===== config.mk =====
export PLATFORM = sky130hd
export DESIGN_NAME = if_unit_flat
export DESIGN_NICKNAME = d
export VERILOG_FILES = /design/src/rtl/if_unit_pkg.sv /design/src/rtl/if_unit_if.sv /design/src/rtl/if_unit_ifid_reg.sv /design/src/rtl/if_unit.sv /design/src/flat_wrapper.sv
export SDC_FILE = /design/constraint.sdc
export NUM_CORES = 1
export LEC_CHECK = 0
export BUFFER_PORTS_ARGS = -buffer_cell sky130_fd_sc_hd__buf_2
export CORE_ASPECT_RATIO = 0.5
export CORE_MARGIN = 5
export CORE_UTILIZATION = 30
export CTS_CLUSTER_DIAMETER = 60
export DETAILED_ROUTE_END_ITERATION = 12
export PLACE_DENSITY = 0.54
export SLEW_MARGIN = 20
export SYNTH_ARGS = -nofsm -noshare
export SYNTH_HDL_FRONTEND = slang
export SYNTH_SLANG_ARGS = --single-unit

===== constraint.sdc =====
create_clock -name clk -period 5 [get_ports clk]
set_input_delay 1.5 -clock clk [delete_from_list [all_inputs] [get_ports clk]]
set_output_delay 1.5 -clock clk [all_outputs]
set_load 0.01 [all_outputs]

===== src/rtl/if_unit_pkg.sv =====
`default_nettype none
// +----------------------------------------------------------------------------+
// | Module   : if_unit_pkg                                                     |
// | Purpose  : Shared constants and types for the fetch stage: the NOP word,   |
// |            instruction field bit positions, FSM state encodings, the       |
// |            IF/ID write command and the instruction field split helper.     |
// | Ports    : none (package)                                                  |
// | Revision : 1.0  initial release                                            |
// +----------------------------------------------------------------------------+
package if_unit_pkg;

  localparam logic [31:0] NOP_INSTR = 32'h0000_0000;

  // Instruction field positions
  localparam int OPCODE_MSB = 31;
  localparam int OPCODE_LSB = 26;
  localparam int RD_MSB     = 25;
  localparam int RD_LSB     = 21;
  localparam int RT_MSB     = 20;
  localparam int RT_LSB     = 16;
  localparam int RS_MSB     = 15;
  localparam int RS_LSB     = 11;
  localparam int SHAMT_MSB  = 10;
  localparam int SHAMT_LSB  = 6;
  localparam int IIMM_MSB   = 15;
  localparam int JIMM_MSB   = 25;
  localparam int AIMM_MSB   = 20;

  // Fetch FSM encodings
  localparam logic [0:0] S_BOOT = 1'b0;
  localparam logic [0:0] S_RUN  = 1'b1;

  // What the IF/ID register does on the coming edge
  typedef enum logic [1:0] {
    IFID_HOLD   = 2'd0,
    IFID_LOAD   = 2'd1,
    IFID_BUBBLE = 2'd2
  } ifid_cmd_t;

  typedef struct packed {
    logic [5:0]  opcode;
    logic [4:0]  rd;
    logic [4:0]  rt;
    logic [4:0]  rs;
    logic [4:0]  shamt;
    logic [15:0] i_imm;
    logic [25:0] j_imm;
    logic [20:0] a_imm;
  } fields_t;

  function automatic fields_t split_instr(input logic [31:0] instr);
    fields_t f;
    f.opcode = instr[OPCODE_MSB:OPCODE_LSB];
    f.rd     = instr[RD_MSB:RD_LSB];
    f.rt     = instr[RT_MSB:RT_LSB];
    f.rs     = instr[RS_MSB:RS_LSB];
    f.shamt  = instr[SHAMT_MSB:SHAMT_LSB];
    f.i_imm  = instr[IIMM_MSB:0];
    f.j_imm  = instr[JIMM_MSB:0];
    f.a_imm  = instr[AIMM_MSB:0];
    return f;
  endfunction

endpackage
`default_nettype wire


===== src/rtl/if_unit_if.sv =====
`default_nettype none
// +----------------------------------------------------------------------------+
// | Module   : if_unit_if                                                      |
// | Purpose  : Bundle of all fetch-stage signals other than clk/rst.           |
// |            master = the fetch unit, slave = its environment (hazard unit,  |
// |            branch logic, instruction memory, decode stage).                |
// | Signals  : stall, flush, redirect, redirect_pc   control into fetch        |
// |            imem_addr / imem_rdata                instruction memory bus    |
// |            instr_valid, opcode .. A_type_imm     IF/ID contents            |
// |            PC_out                                PC+1 of IF/ID instruction |
// |            perf_fetch_cnt, perf_bubble_cnt       performance counters      |
// | Revision : 1.0  initial release                                            |
// +----------------------------------------------------------------------------+
interface if_unit_if #(
  parameter int IMEM_ADDR_W = 16
);

  logic                   stall;
  logic                   flush;
  logic                   redirect;
  logic [31:0]            redirect_pc;
  logic [IMEM_ADDR_W-1:0] imem_addr;
  logic [31:0]            imem_rdata;
  logic                   instr_valid;
  logic [5:0]             opcode;
  logic [4:0]             R_I_A_type_rd;
  logic [4:0]             R_type_rt;
  logic [4:0]             R_I_type_rs;
  logic [4:0]             R_type_shamt;
  logic [15:0]            I_type_imm;
  logic [25:0]            J_type_imm;
  logic [20:0]            A_type_imm;
  logic [31:0]            PC_out;
  logic [31:0]            perf_fetch_cnt;
  logic [31:0]            perf_bubble_cnt;

  modport master (
    input  stall, flush, redirect, redirect_pc, imem_rdata,
    output imem_addr, instr_valid, opcode, R_I_A_type_rd, R_type_rt,
           R_I_type_rs, R_type_shamt, I_type_imm, J_type_imm, A_type_imm,
           PC_out, perf_fetch_cnt, perf_bubble_cnt
  );

  modport slave (
    output stall, flush, redirect, redirect_pc, imem_rdata,
    input  imem_addr, instr_valid, opcode, R_I_A_type_rd, R_type_rt,
           R_I_type_rs, R_type_shamt, I_type_imm, J_type_imm, A_type_imm,
           PC_out, perf_fetch_cnt, perf_bubble_cnt
  );

endinterface
`default_nettype wire


===== src/rtl/if_unit_ifid_reg.sv =====
`default_nettype none
// +----------------------------------------------------------------------------+
// | Module   : if_unit_ifid_reg                                                |
// | Purpose  : IF/ID pipeline register. On LOAD captures the fetched word and  |
// |            its PC+1 and marks it valid; on BUBBLE writes a NOP, clears     |
// |            valid and keeps pc_out; on HOLD keeps everything.               |
// | Ports    : clk, rst (async, active-low)                                    |
// |            cmd          in   write command for this edge                   |
// |            instr_in     in   32  word returned by instruction memory       |
// |            pc_in        in   32  PC+1 belonging to instr_in                |
// |            instr_valid  out  1   register holds a real instruction         |
// |            pc_out       out  32  PC+1 of the held instruction              |
// |            fields       out      held word split into its fields           |
// | Revision : 1.0  initial release                                            |
// +----------------------------------------------------------------------------+
module if_unit_ifid_reg
  import if_unit_pkg::*;
(
  input  wire logic        clk,
  input  wire logic        rst,
  input  wire ifid_cmd_t   cmd,
  input  wire logic [31:0] instr_in,
  input  wire logic [31:0] pc_in,
  output logic             instr_valid,
  output logic [31:0]      pc_out,
  output fields_t          fields
);

  logic [31:0] instr_q;

  always_ff @(posedge clk or negedge rst) begin
    if (!rst) begin
      instr_q     <= NOP_INSTR;
      instr_valid <= 1'b0;
      pc_out      <= 32'h0;
    end else begin
      case (cmd)
        IFID_LOAD: begin
          instr_q     <= instr_in;
          instr_valid <= 1'b1;
          pc_out      <= pc_in;
        end
        IFID_BUBBLE: begin
          // pc_out deliberately left alone
          instr_q     <= NOP_INSTR;
          instr_valid <= 1'b0;
        end
        default: begin
        end
      endcase
    end
  end

  assign fields = split_instr(instr_q);

endmodule
`default_nettype wire


===== src/rtl/if_unit.sv =====
`default_nettype none
// +----------------------------------------------------------------------------+
// | Module   : if_unit                                                         |
// | Purpose  : Fetch stage plus IF/ID register. Owns the PC, drives the        |
// |            synchronous instruction memory (1-cycle read latency) and       |
// |            handles stall, flush and redirect.                              |
// | Params   : RESET_PC     first fetch address after reset release           |
// |            IMEM_ADDR_W  instruction memory address width                   |
// | Ports    : clk  in  rising-edge clock                                      |
// |            rst  in  asynchronous reset, active-low                         |
// |            bus  if_unit_if.master  control, imem bus, IF/ID outputs        |
// | Config   : IF_PERF_CNT_EN  when defined, perf_fetch_cnt/perf_bubble_cnt    |
// |            count valid / bubble IF/ID writes; otherwise both tie to 0.     |
// | Revision : 1.0  initial release                                            |
// +----------------------------------------------------------------------------+
module if_unit
  import if_unit_pkg::*;
#(
  parameter logic [31:0] RESET_PC    = 32'h0,
  parameter int          IMEM_ADDR_W = 16
) (
  input  wire logic   clk,
  input  wire logic   rst,
  if_unit_if.master   bus
);

  logic [0:0]  state;
  logic [31:0] fetch_pc;   // address issued on the previous cycle
  logic        fetch_vld;  // imem_rdata holds a wanted word
  logic [31:0] pc_inc;
  logic [31:0] next_addr;  // address issued this cycle, becomes fetch_pc
  ifid_cmd_t   cmd;
  fields_t     fields;

  assign pc_inc = fetch_pc + 32'd1;

  // Priority redirect > stall > advance. During a stall the current
  // address is re-issued so imem_rdata stays stable for the release edge.
  always_comb begin
    next_addr = pc_inc;
    cmd       = IFID_HOLD;
    if (state == S_BOOT) begin
      next_addr = RESET_PC;
      cmd       = IFID_BUBBLE;
    end else if (bus.redirect) begin
      next_addr = bus.redirect_pc;
      cmd       = IFID_BUBBLE;
    end else if (bus.stall) begin
      next_addr = fetch_pc;
      cmd       = bus.flush ? IFID_BUBBLE : IFID_HOLD;
    end else begin
      next_addr = pc_inc;
      cmd       = (fetch_vld && !bus.flush) ? IFID_LOAD : IFID_BUBBLE;
    end
  end

  assign bus.imem_addr = next_addr[IMEM_ADDR_W-1:0];

  always_ff @(posedge clk or negedge rst) begin
    if (!rst) begin
      state     <= S_BOOT;
      fetch_pc  <= RESET_PC;
      fetch_vld <= 1'b0;
    end else begin
      state    <= S_RUN;
      fetch_pc <= next_addr;
      if (state == S_BOOT || bus.redirect) begin
        fetch_vld <= 1'b1;
      end
    end
  end

  if_unit_ifid_reg u_ifid (
    .clk         (clk),
    .rst         (rst),
    .cmd         (cmd),
    .instr_in    (bus.imem_rdata),
    .pc_in       (pc_inc),
    .instr_valid (bus.instr_valid),
    .pc_out      (bus.PC_out),
    .fields      (fields)
  );

  assign bus.opcode        = fields.opcode;
  assign bus.R_I_A_type_rd = fields.rd;
  assign bus.R_type_rt     = fields.rt;
  assign bus.R_I_type_rs   = fields.rs;
  assign bus.R_type_shamt  = fields.shamt;
  assign bus.I_type_imm    = fields.i_imm;
  assign bus.J_type_imm    = fields.j_imm;
  assign bus.A_type_imm    = fields.a_imm;

`ifdef IF_PERF_CNT_EN
  logic [31:0] fetch_cnt;
  logic [31:0] bubble_cnt;

  always_ff @(posedge clk or negedge rst) begin
    if (!rst) begin
      fetch_cnt  <= 32'h0;
      bubble_cnt <= 32'h0;
    end else begin
      if (cmd == IFID_LOAD) begin
        fetch_cnt <= fetch_cnt + 32'd1;
      end
      if (cmd == IFID_BUBBLE) begin
        bubble_cnt <= bubble_cnt + 32'd1;
      end
    end
  end

  assign bus.perf_fetch_cnt  = fetch_cnt;
  assign bus.perf_bubble_cnt = bubble_cnt;
`else
  assign bus.perf_fetch_cnt  = 32'h0;
  assign bus.perf_bubble_cnt = 32'h0;
`endif

endmodule
`default_nettype wire


===== src/flat_wrapper.sv =====
// flat-port wrapper written by rule: the top's interface ports become plain ports
module if_unit_flat import if_unit_pkg::*;
#(
  parameter logic [31:0] RESET_PC    = 32'h0,
  parameter int          IMEM_ADDR_W = 16
)
  (clk, rst, bus_stall, bus_flush, bus_redirect, bus_redirect_pc, bus_imem_rdata, bus_imem_addr, bus_instr_valid, bus_opcode, bus_R_I_A_type_rd, bus_R_type_rt, bus_R_I_type_rs, bus_R_type_shamt, bus_I_type_imm, bus_J_type_imm, bus_A_type_imm, bus_PC_out, bus_perf_fetch_cnt, bus_perf_bubble_cnt);
  if_unit_if #(.IMEM_ADDR_W(IMEM_ADDR_W)) bus_i ();
  input  wire logic clk;
  input  wire logic rst;
  input wire logic [$bits(bus_i.stall)-1:0] bus_stall;
  input wire logic [$bits(bus_i.flush)-1:0] bus_flush;
  input wire logic [$bits(bus_i.redirect)-1:0] bus_redirect;
  input wire logic [$bits(bus_i.redirect_pc)-1:0] bus_redirect_pc;
  input wire logic [$bits(bus_i.imem_rdata)-1:0] bus_imem_rdata;
  output wire logic [$bits(bus_i.imem_addr)-1:0] bus_imem_addr;
  output wire logic [$bits(bus_i.instr_valid)-1:0] bus_instr_valid;
  output wire logic [$bits(bus_i.opcode)-1:0] bus_opcode;
  output wire logic [$bits(bus_i.R_I_A_type_rd)-1:0] bus_R_I_A_type_rd;
  output wire logic [$bits(bus_i.R_type_rt)-1:0] bus_R_type_rt;
  output wire logic [$bits(bus_i.R_I_type_rs)-1:0] bus_R_I_type_rs;
  output wire logic [$bits(bus_i.R_type_shamt)-1:0] bus_R_type_shamt;
  output wire logic [$bits(bus_i.I_type_imm)-1:0] bus_I_type_imm;
  output wire logic [$bits(bus_i.J_type_imm)-1:0] bus_J_type_imm;
  output wire logic [$bits(bus_i.A_type_imm)-1:0] bus_A_type_imm;
  output wire logic [$bits(bus_i.PC_out)-1:0] bus_PC_out;
  output wire logic [$bits(bus_i.perf_fetch_cnt)-1:0] bus_perf_fetch_cnt;
  output wire logic [$bits(bus_i.perf_bubble_cnt)-1:0] bus_perf_bubble_cnt;
  assign bus_i.stall = bus_stall;
  assign bus_i.flush = bus_flush;
  assign bus_i.redirect = bus_redirect;
  assign bus_i.redirect_pc = bus_redirect_pc;
  assign bus_i.imem_rdata = bus_imem_rdata;
  assign bus_imem_addr = bus_i.imem_addr;
  assign bus_instr_valid = bus_i.instr_valid;
  assign bus_opcode = bus_i.opcode;
  assign bus_R_I_A_type_rd = bus_i.R_I_A_type_rd;
  assign bus_R_type_rt = bus_i.R_type_rt;
  assign bus_R_I_type_rs = bus_i.R_I_type_rs;
  assign bus_R_type_shamt = bus_i.R_type_shamt;
  assign bus_I_type_imm = bus_i.I_type_imm;
  assign bus_J_type_imm = bus_i.J_type_imm;
  assign bus_A_type_imm = bus_i.A_type_imm;
  assign bus_PC_out = bus_i.PC_out;
  assign bus_perf_fetch_cnt = bus_i.perf_fetch_cnt;
  assign bus_perf_bubble_cnt = bus_i.perf_bubble_cnt;
  if_unit #(.RESET_PC(RESET_PC), .IMEM_ADDR_W(IMEM_ADDR_W)) u_core (.clk(clk), .rst(rst), .bus(bus_i));
endmodule

==> metrics, run 1 <==
status=completed; cts repair resizes=0; kind of critical path=primary input to output port; setup bufs post-CTS=0; final wirelength=about 19,000 microns; Peak VDD IR=~0.15 mV; largest net degree at the start of global routing=67; starting density of the core=30.60%; first-pass GRT wire length=about 29,000 microns; Syn Area/Cell=8.660 sq um; starting DRC count in detailed routing=around 390; num rows=37; post-synthesis cell area=approximately 6300 sq um; Final period util=between 80% and 90%; M2 GR Usage=a little under a quarter; Power Dens Cells=302.7 nW/um^2; XOR/XNOR Fraction of Synth Area=under 10%; Synth top area share=39.29%; routed vias/inst=4.774; Ports=roughly 270; Final Critical Period=about 4.3 ns; Synth Area in Simple Gates=approximately 22%; MaxCap Viol Count=0; drt drc=0; GR Layer Usage met1=20.92%; R2R Setup Slk=approximately 2.3 ns; GP Congestion=0.8748; die area=about 24,000 sq um; Final Skew=approximately 0.0084 ns; floorplan die width=215.0 microns; Most Frequent Cell on Critical Path=buf_2; critical path fanouts, max=8; CP max stage delay=0.34 ns; top cells by area, synth=dfrtp_1, buf_4, o21ai_0, nand2b_1, nand2_1; post-synthesis mux area share=0.5160%; Final Hold Viols=0; CP Cell Sequence=buf_2 -> nand4b_1 -> buf_4 -> nor4_1 -> xnor2_1 -> a21oi_1 -> buf_2; Pleak=between 3 and 4 nW; CP Data Required Time=~3.5 ns; Tightest Hold Check Type=flip-flop to flip-flop; fin. max-slew vios=0; Netlist cell types=50; sequential share of the synthesized area=39.29%; FF+latch count, synth=about 100; antenna violations before repair=0; Arr. time, crit path=between 2 and 3 ns; GRT Util Overall=between 10% and 20%; WL/cell=17.13 microns; overall die height=between 100 and 150 microns; most common cell in the synthesized netlist=buf_4; DRT Pass-1 Iters=5; Yosys top cell by area=dfrtp_1; CTS Root Cell=clkbuf_16; remaining antenna violation count=0; slowest stage cell on the critical path=nor4_1; HPWL Detailed=between 10,000 and 15,000 microns; Synth Instances=~730; RSZ-0062 raised after global routing=false; H-tree depth=3; number of synthesized flops with an enable pin=0; Clock Sinks=99; GR peak layer=met2; TritonCTS buffer count=9; post-synthesis adder-cell area fraction=0.5954%; startpoint types=primary input; worst skew pair latency=0.35 ns; met3 GRT Util=between 4 and 5%; yosys warns=0; share of cells above drive strength 1=between 20 and 30%; CTS Hold Bufs=0; GRT overflow=0; Post-layout nets=between 800 and 900; clk buf depth=2; crit end category=output port; largest family of logic cells by synthesized area=simple AND/OR/NAND/NOR gates; core area=between 20,000 and 25,000 sq um; Via Count=5,280; slew margin rel.=between 40% and 50%; Synth top cells by count=buf_4, dfrtp_1, nand2_1, o21ai_0, clkbuf_1; setup violators final=0; ys async rst share=100.0%; ys flop type=dfrtp_1; clock-pin slew of the registers on the worst-case setup and hold paths=about 0.07 ns; Area growth syn-to-layout=12.68%; Max Freq=roughly 0.23 GHz; TritonCTS clock tree=done; Slew @ Worst Pin=approximately 0.9 ns; number of global-route vias before repair=between 4,000 and 5,000; setup TNS=0 ns; fillers=between 2,000 and 2,500; Power, Total=between 2 and 2.5 mW; Port Buffers=a little over 200; Synth Area in Compound Gates=13.91%
## final cells by class
| type | instances | area (sq um) | area share, % |
|---|---|---|---|
| clock inverter | 7 | 106.4 | 1.497 |
| inverter | 5 | 18.77 | 0.2642 |
| tap | 273 | 341.6 | 4.808 |
| clock buffer | 9 | 225.2 | 3.170 |
| antenna | 1 | 2.502 | 0.03522 |
| sequential | 99 | 2477 | 34.87 |
| timing repair buffer | 219 | 1131 | 15.92 |
| multi-input combinational | 493 | 2801 | 39.43 |
## flip-flops by register name (all words and copies together) (netlist names)
signal                     count
u_core.state                   1
u_core.u_ifid.instr_valid      1
u_core.fetch_pc               32
u_core.u_ifid.pc_out          32
u_core.fetch_vld               1
u_core.u_ifid.instr_q         32
## power breakdown
| part | internal, mW | total (mW) | switching [mW] |
|---|---|---|---|
| combinational | 0.154 | 0.390 | 0.235 |
| sequential | 0.880 | 0.962 | 0.0817 |
| clock | 0.449 | 0.799 | 0.350 |
| total | 1.48 | 2.15 | 0.667 |
## critical path, delay by kind of cell
family                    cells  cell delay, ns
AOI/OAI and AO/OA             1            0.21
xor gates and xnor gates      1            0.10
and+or+nand+nor               2            0.51
buffers and inverters         3            0.47
## placed cells by master (no fill, tap or decap), types with 5 or more instances in the layout
master | netlist | final
conb_1 | 2 | 65
a31oi_1 | 19 | 19
dfrtp_1 | 99 | 99
nor3_1 | 22 | 22
o21ai_0 | 59 | 59
o211a_1 | 5 | 5
buf_2 | 4 | 205
nand2b_1 | 39 | 39
xnor2_1 | 22 | 22
or3_1 | 7 | 7
nand2_1 | 59 | 59
nor2_1 | 38 | 38
or4_1 | 19 | 19
nand4_1 | 14 | 14
and4_1 | 5 | 5
xor2_1 | 5 | 5
or2_2 | 6 | 6
nor4_1 | 18 | 18
nand3_1 | 15 | 15
a21oi_1 | 21 | 21
clkbuf_16 | 0 | 9
buf_4 | 137 | 14
o31ai_1 | 14 | 14
## per-layer routing
layer,vias up,part of all wire [%],wire (microns)
met1,2493,46,8725
met5,-,0,0
met4,0,0.91,172
met3,14,8.5,1603
li1,2542,-,-
met2,231,45,8442
## stage by stage
| step | cells | worst slack (ns) | area, sq um | hold WS [ns] | util [%] |
|---|---|---|---|---|---|
| 4_1_cts | 1105 | 0.6821 | 7099 | 0.4879 | 34.46 |
| 3_5_place_dp | 1089 | 0.6988 | 6768 | 0.4687 | 32.85 |
| 5_1_grt | 1105 | 0.5564 | 7102 | 0.5088 | 34.47 |
| 6_report | 1106 | 0.7047 | 7104 | 0.4809 | 34.49 |
| 2_1_floorplan | 791 | 0.5957 | 6541 | 0.4434 | - |
| 3_3_place_gp | 1089 | 0.7320 | 6768 | 0.4638 | 32.85 |
## path summary, 6_finish.rpt
check                      depth (start not counted)                               endpoint                             startpoint
max in group asynchronous                          2           u_core.fetch_pc[6]$_DFF_PN0_                                    rst
setup / recovery                                   7                      bus_imem_addr[15]                              bus_stall
min in group asynchronous                          1   u_core.u_ifid.pc_out[27]$_DFFE_PN0N_                                    rst
hold / removal                                     2  u_core.u_ifid.instr_valid$_DFFE_PN0P_  u_core.u_ifid.instr_valid$_DFFE_PN0P_
setup reg to reg                                   7   u_core.u_ifid.pc_out[16]$_DFFE_PN0N_                 u_core.state$_DFF_PN0_
hold reg to reg                                    2  u_core.u_ifid.instr_valid$_DFFE_PN0P_  u_core.u_ifid.instr_valid$_DFFE_PN0P_
## logic make-up (layout without fill, tap and decap cells)
kind of cell	count (synthesis)	after routing
flops	99	99
buf+inv	199	240
fa+ha+maj	3	3
compound gates	141	141
xor+xnor	27	27
mux	3	3
other cells	2	66
simple gates	254	254
(Power assumes the default switching activity.)
==> run 2, diff against run 1 <==
--- a/config.mk
+++ b/config.mk
@@ -12,6 +12,7 @@
 export CTS_CLUSTER_DIAMETER = 60
 export DETAILED_ROUTE_END_ITERATION = 12
 export PLACE_DENSITY = 0.54
+export RECOVER_POWER = 100
 export SLEW_MARGIN = 20
 export SYNTH_ARGS = -nofsm -noshare
 export SYNTH_HDL_FRONTEND = slang
==> run 2 against run 1 <==
Compared with the run above:
- the run now ends with max-capacitance violations, max-slew violations left
- clock skew grew 0.00083 ns
- die area is the same
- critical path depth is the same
- largest power group unchanged
- hold slack gained 0.0065 ns
- total power shrank 1.3%
- sequential share of layout area grew 1.1 points
- highest routed layer unchanged
- flip-flop and latch count is the same
==> metrics, run 2 (same netlist as run 1, synthesis figures left out) <==
Most Frequent Cell on Critical Path=clkbuf_1 (was buf_2); number of global-route vias before repair=4,956 (unchanged); WL/cell=17.27 microns (was 17.13 microns); WP buf/inv=3 (unchanged); CP max stage delay=0.40 ns (was 0.34 ns); Final Critical Period=4.437 ns (was 4.295 ns); Tightest Hold Check Type=flip-flop to flip-flop (unchanged); Pint=1.455 mW (was 1.483 mW); worst skew pair latency=0.35 ns (about the same); TritonCTS clock tree=done (unchanged); GP Congestion=0.8748 (unchanged); die area=24,190 sq um (unchanged); biggest regs=u_core.fetch_pc (32), u_core.u_ifid.instr_q (32), u_core.u_ifid.pc_out (32) (unchanged); antenna violations before repair=0 (unchanged); Max Freq=0.2254 GHz (was 0.2328 GHz); GRT overflow=0 (unchanged); clk buf depth=2 (unchanged); antenna diode count=0 (was 1); Final period util=88.74% (was 85.91%); Post-layout nets=899 (unchanged); CP Cell Sequence=clkbuf_1 -> nand4b_1 -> clkbuf_1 -> nor4_1 -> xnor2_1 -> a21oi_1 -> clkbuf_1 (was buf_2 -> nand4b_1 -> buf_4 -> nor4_1 -> xnor2_1 -> a21oi_1 -> buf_2); status=finished with violations (was completed); slowest stage cell on the critical path=nor4_1 (unchanged); Reg2Reg Depth=7 (unchanged); slew margin rel.=-14.00% (was 40.41%); WP depth=7 (unchanged); floorplan die width=215.0 microns (unchanged); Placed Cells=1,089 (unchanged); MaxCap Viol Count=2 (was 0); failing checks=max-capacitance violations, max-slew violations; startpoint types=primary input (unchanged); starting density of the core=30.60% (unchanged); cts repair resizes=0 (unchanged); Power Dens Cells=308.1 nW/um^2 (was 302.7 nW/um^2); share of cells above drive strength 1=11.78% (was 29.69%); final wirelength=19,080 microns (was 18,940 microns); remaining antenna violation count=0 (unchanged); combinational power share=17.1% (was 18.1%); Peak VDD IR=0.1428 mV (was 0.1462 mV); kind of critical path=primary input to output port (unchanged); CTS Hold Bufs=0 (unchanged); most frequent cells in the layout=clkbuf_1, dfrtp_1, buf_2 (was buf_2, dfrtp_1, conb_1); setup TNS=0 ns (unchanged); TritonCTS buffer count=9 (unchanged); Ports=271 (unchanged); CP Data Required Time=3.50 ns (about the same); overall die height=112.5 microns (unchanged); Final Skew=0.009224 ns (was 0.008394 ns); Area growth syn-to-layout=9.248% (was 12.68%); Final Hold Viols=0 (unchanged); starting DRC count in detailed routing=417 (was 389); P_sw=667.3 uW (was 667.4 uW); register share of total power=45.5% (was 44.7%); RSZ-0062 raised after global routing=false (unchanged); sw frac=31.44% (was 31.03%); fillers=2,261 (was 2,175); drt drc=0 (unchanged); Slew @ Worst Pin=1.710 ns (was 0.8857 ns); crit-path leading delay family=simple AND/OR/NAND/NOR gates (unchanged); critical path fanouts, max=8 (unchanged); HPWL Detailed=14,350 microns (unchanged); num rows=37 (unchanged); CTS Root Cell=clkbuf_16 (unchanged); H-tree depth=3 (unchanged); largest net degree at the start of global routing=67 (unchanged); DRT Pass-1 Iters=5 (unchanged); Port Buffers=206 (unchanged); core area=20,600 sq um (unchanged); Pleak=2.779 nW (was 3.359 nW); setup bufs post-CTS=0 (unchanged); leading cell type in the layout, fill and taps excluded=clkbuf_1 (was buf_2); clock-pin slew of the registers on the worst-case setup and hold paths=0.07 ns (about the same); crit end category=output port (unchanged); first-pass GRT wire length=29,460 microns (unchanged); Via Count=5,306 (was 5,280); Hold Path Cell Cnt=2 (unchanged); routed vias/inst=4.802 (was 4.774); Non-Filler Instances=1,105 (was 1,106); setup violators final=0 (unchanged); Arr. time, crit path=2.94 ns (was 2.80 ns); fin. max-slew vios=60 (was 0); GRT Util Overall=15.18% (unchanged); Clock Power Share=37.4% (was 37.2%); Clock Sinks=99 (unchanged)
[run 2: changes by cell type in the layout (fill, tap and decap cells not counted), sizes merged]
cell and delta:
diode -1, clkbuf +148, buf -148
[run 2: final timing paths]
kind,from,endpoint,slack [ns]
min,u_core.u_ifid.instr_valid$_DFFE_PN0P_,u_core.u_ifid.instr_valid$_DFFE_PN0P_,0.49
min reg2reg,u_core.u_ifid.instr_valid$_DFFE_PN0P_,u_core.u_ifid.instr_valid$_DFFE_PN0P_,0.49
max,bus_stall,bus_imem_addr[15],0.56
max in group asynchronous,rst,u_core.u_ifid.instr_q[28]$_DFFE_PN0P_,1.15
min in group asynchronous,rst,u_core.u_ifid.pc_out[27]$_DFFE_PN0N_,1.54
max reg2reg,u_core.state$_DFF_PN0_,u_core.u_ifid.pc_out[16]$_DFFE_PN0N_,1.61
[run 2: through the flow]
step                      instance area (sq um)  worst slack [ns]  power (mW)  hold WS, ns  utilization, %
after floorplan                            6541            0.5957       1.246       0.4434               -
after global placement                     6768            0.7320       1.370       0.4638           32.85
after detailed placement                   6768            0.6988       1.375       0.4687           32.85
after CTS                                  7099            0.6821       2.186       0.4879           34.46
after global routing                       6888            0.4094       2.245       0.5088           33.43
final                                      6888            0.5630       2.122       0.4874           33.43
[run 2: power groups by stage]
stage	combinational, mW	clock, mW	sequential [mW]
global placement	0.394	0	0.976
global route	0.408	0.857	0.980
CTS	0.397	0.826	0.963
floorplan	0.272	0	0.974
detailed placement	0.396	0	0.979
finish	0.363	0.795	0.965
[run 2: worst register-to-register path: stages (launching register included)]
cell and delay [ns]:
dfrtp_1 0.52, buf_4 0.35, nand2b_1 0.16, nor4b_1 0.50
ha_1 0.81, clkbuf_1 0.68, nor2_1 0.13, a31oi_1 0.16
[run 2: layout make-up]
class                   count  area [sq um]  share of cell area, %
multi-input cells         493          2793                  40.54
clock inverters             7         106.4                  1.544
well taps                 273         341.6                  4.959
flip-flops and latches     99          2477                  35.97
inverters                   5         18.77                 0.2725
repair buffers            219         925.9                  13.44
clock buffers               9         225.2                  3.270
[run 2: routing by layer]
| metal | share of wire (%) | GRT usage [%] | vias to the layer above |
|---|---|---|---|
| met3 | 9.1 | 4.877 | 16 |
| met5 | 0 | 0 | - |
| met2 | 44 | 23.58 | 235 |
| li1 | - | - | 2548 |
| met1 | 46 | 20.92 | 2507 |
| met4 | 0.98 | 3.068 | 0 |
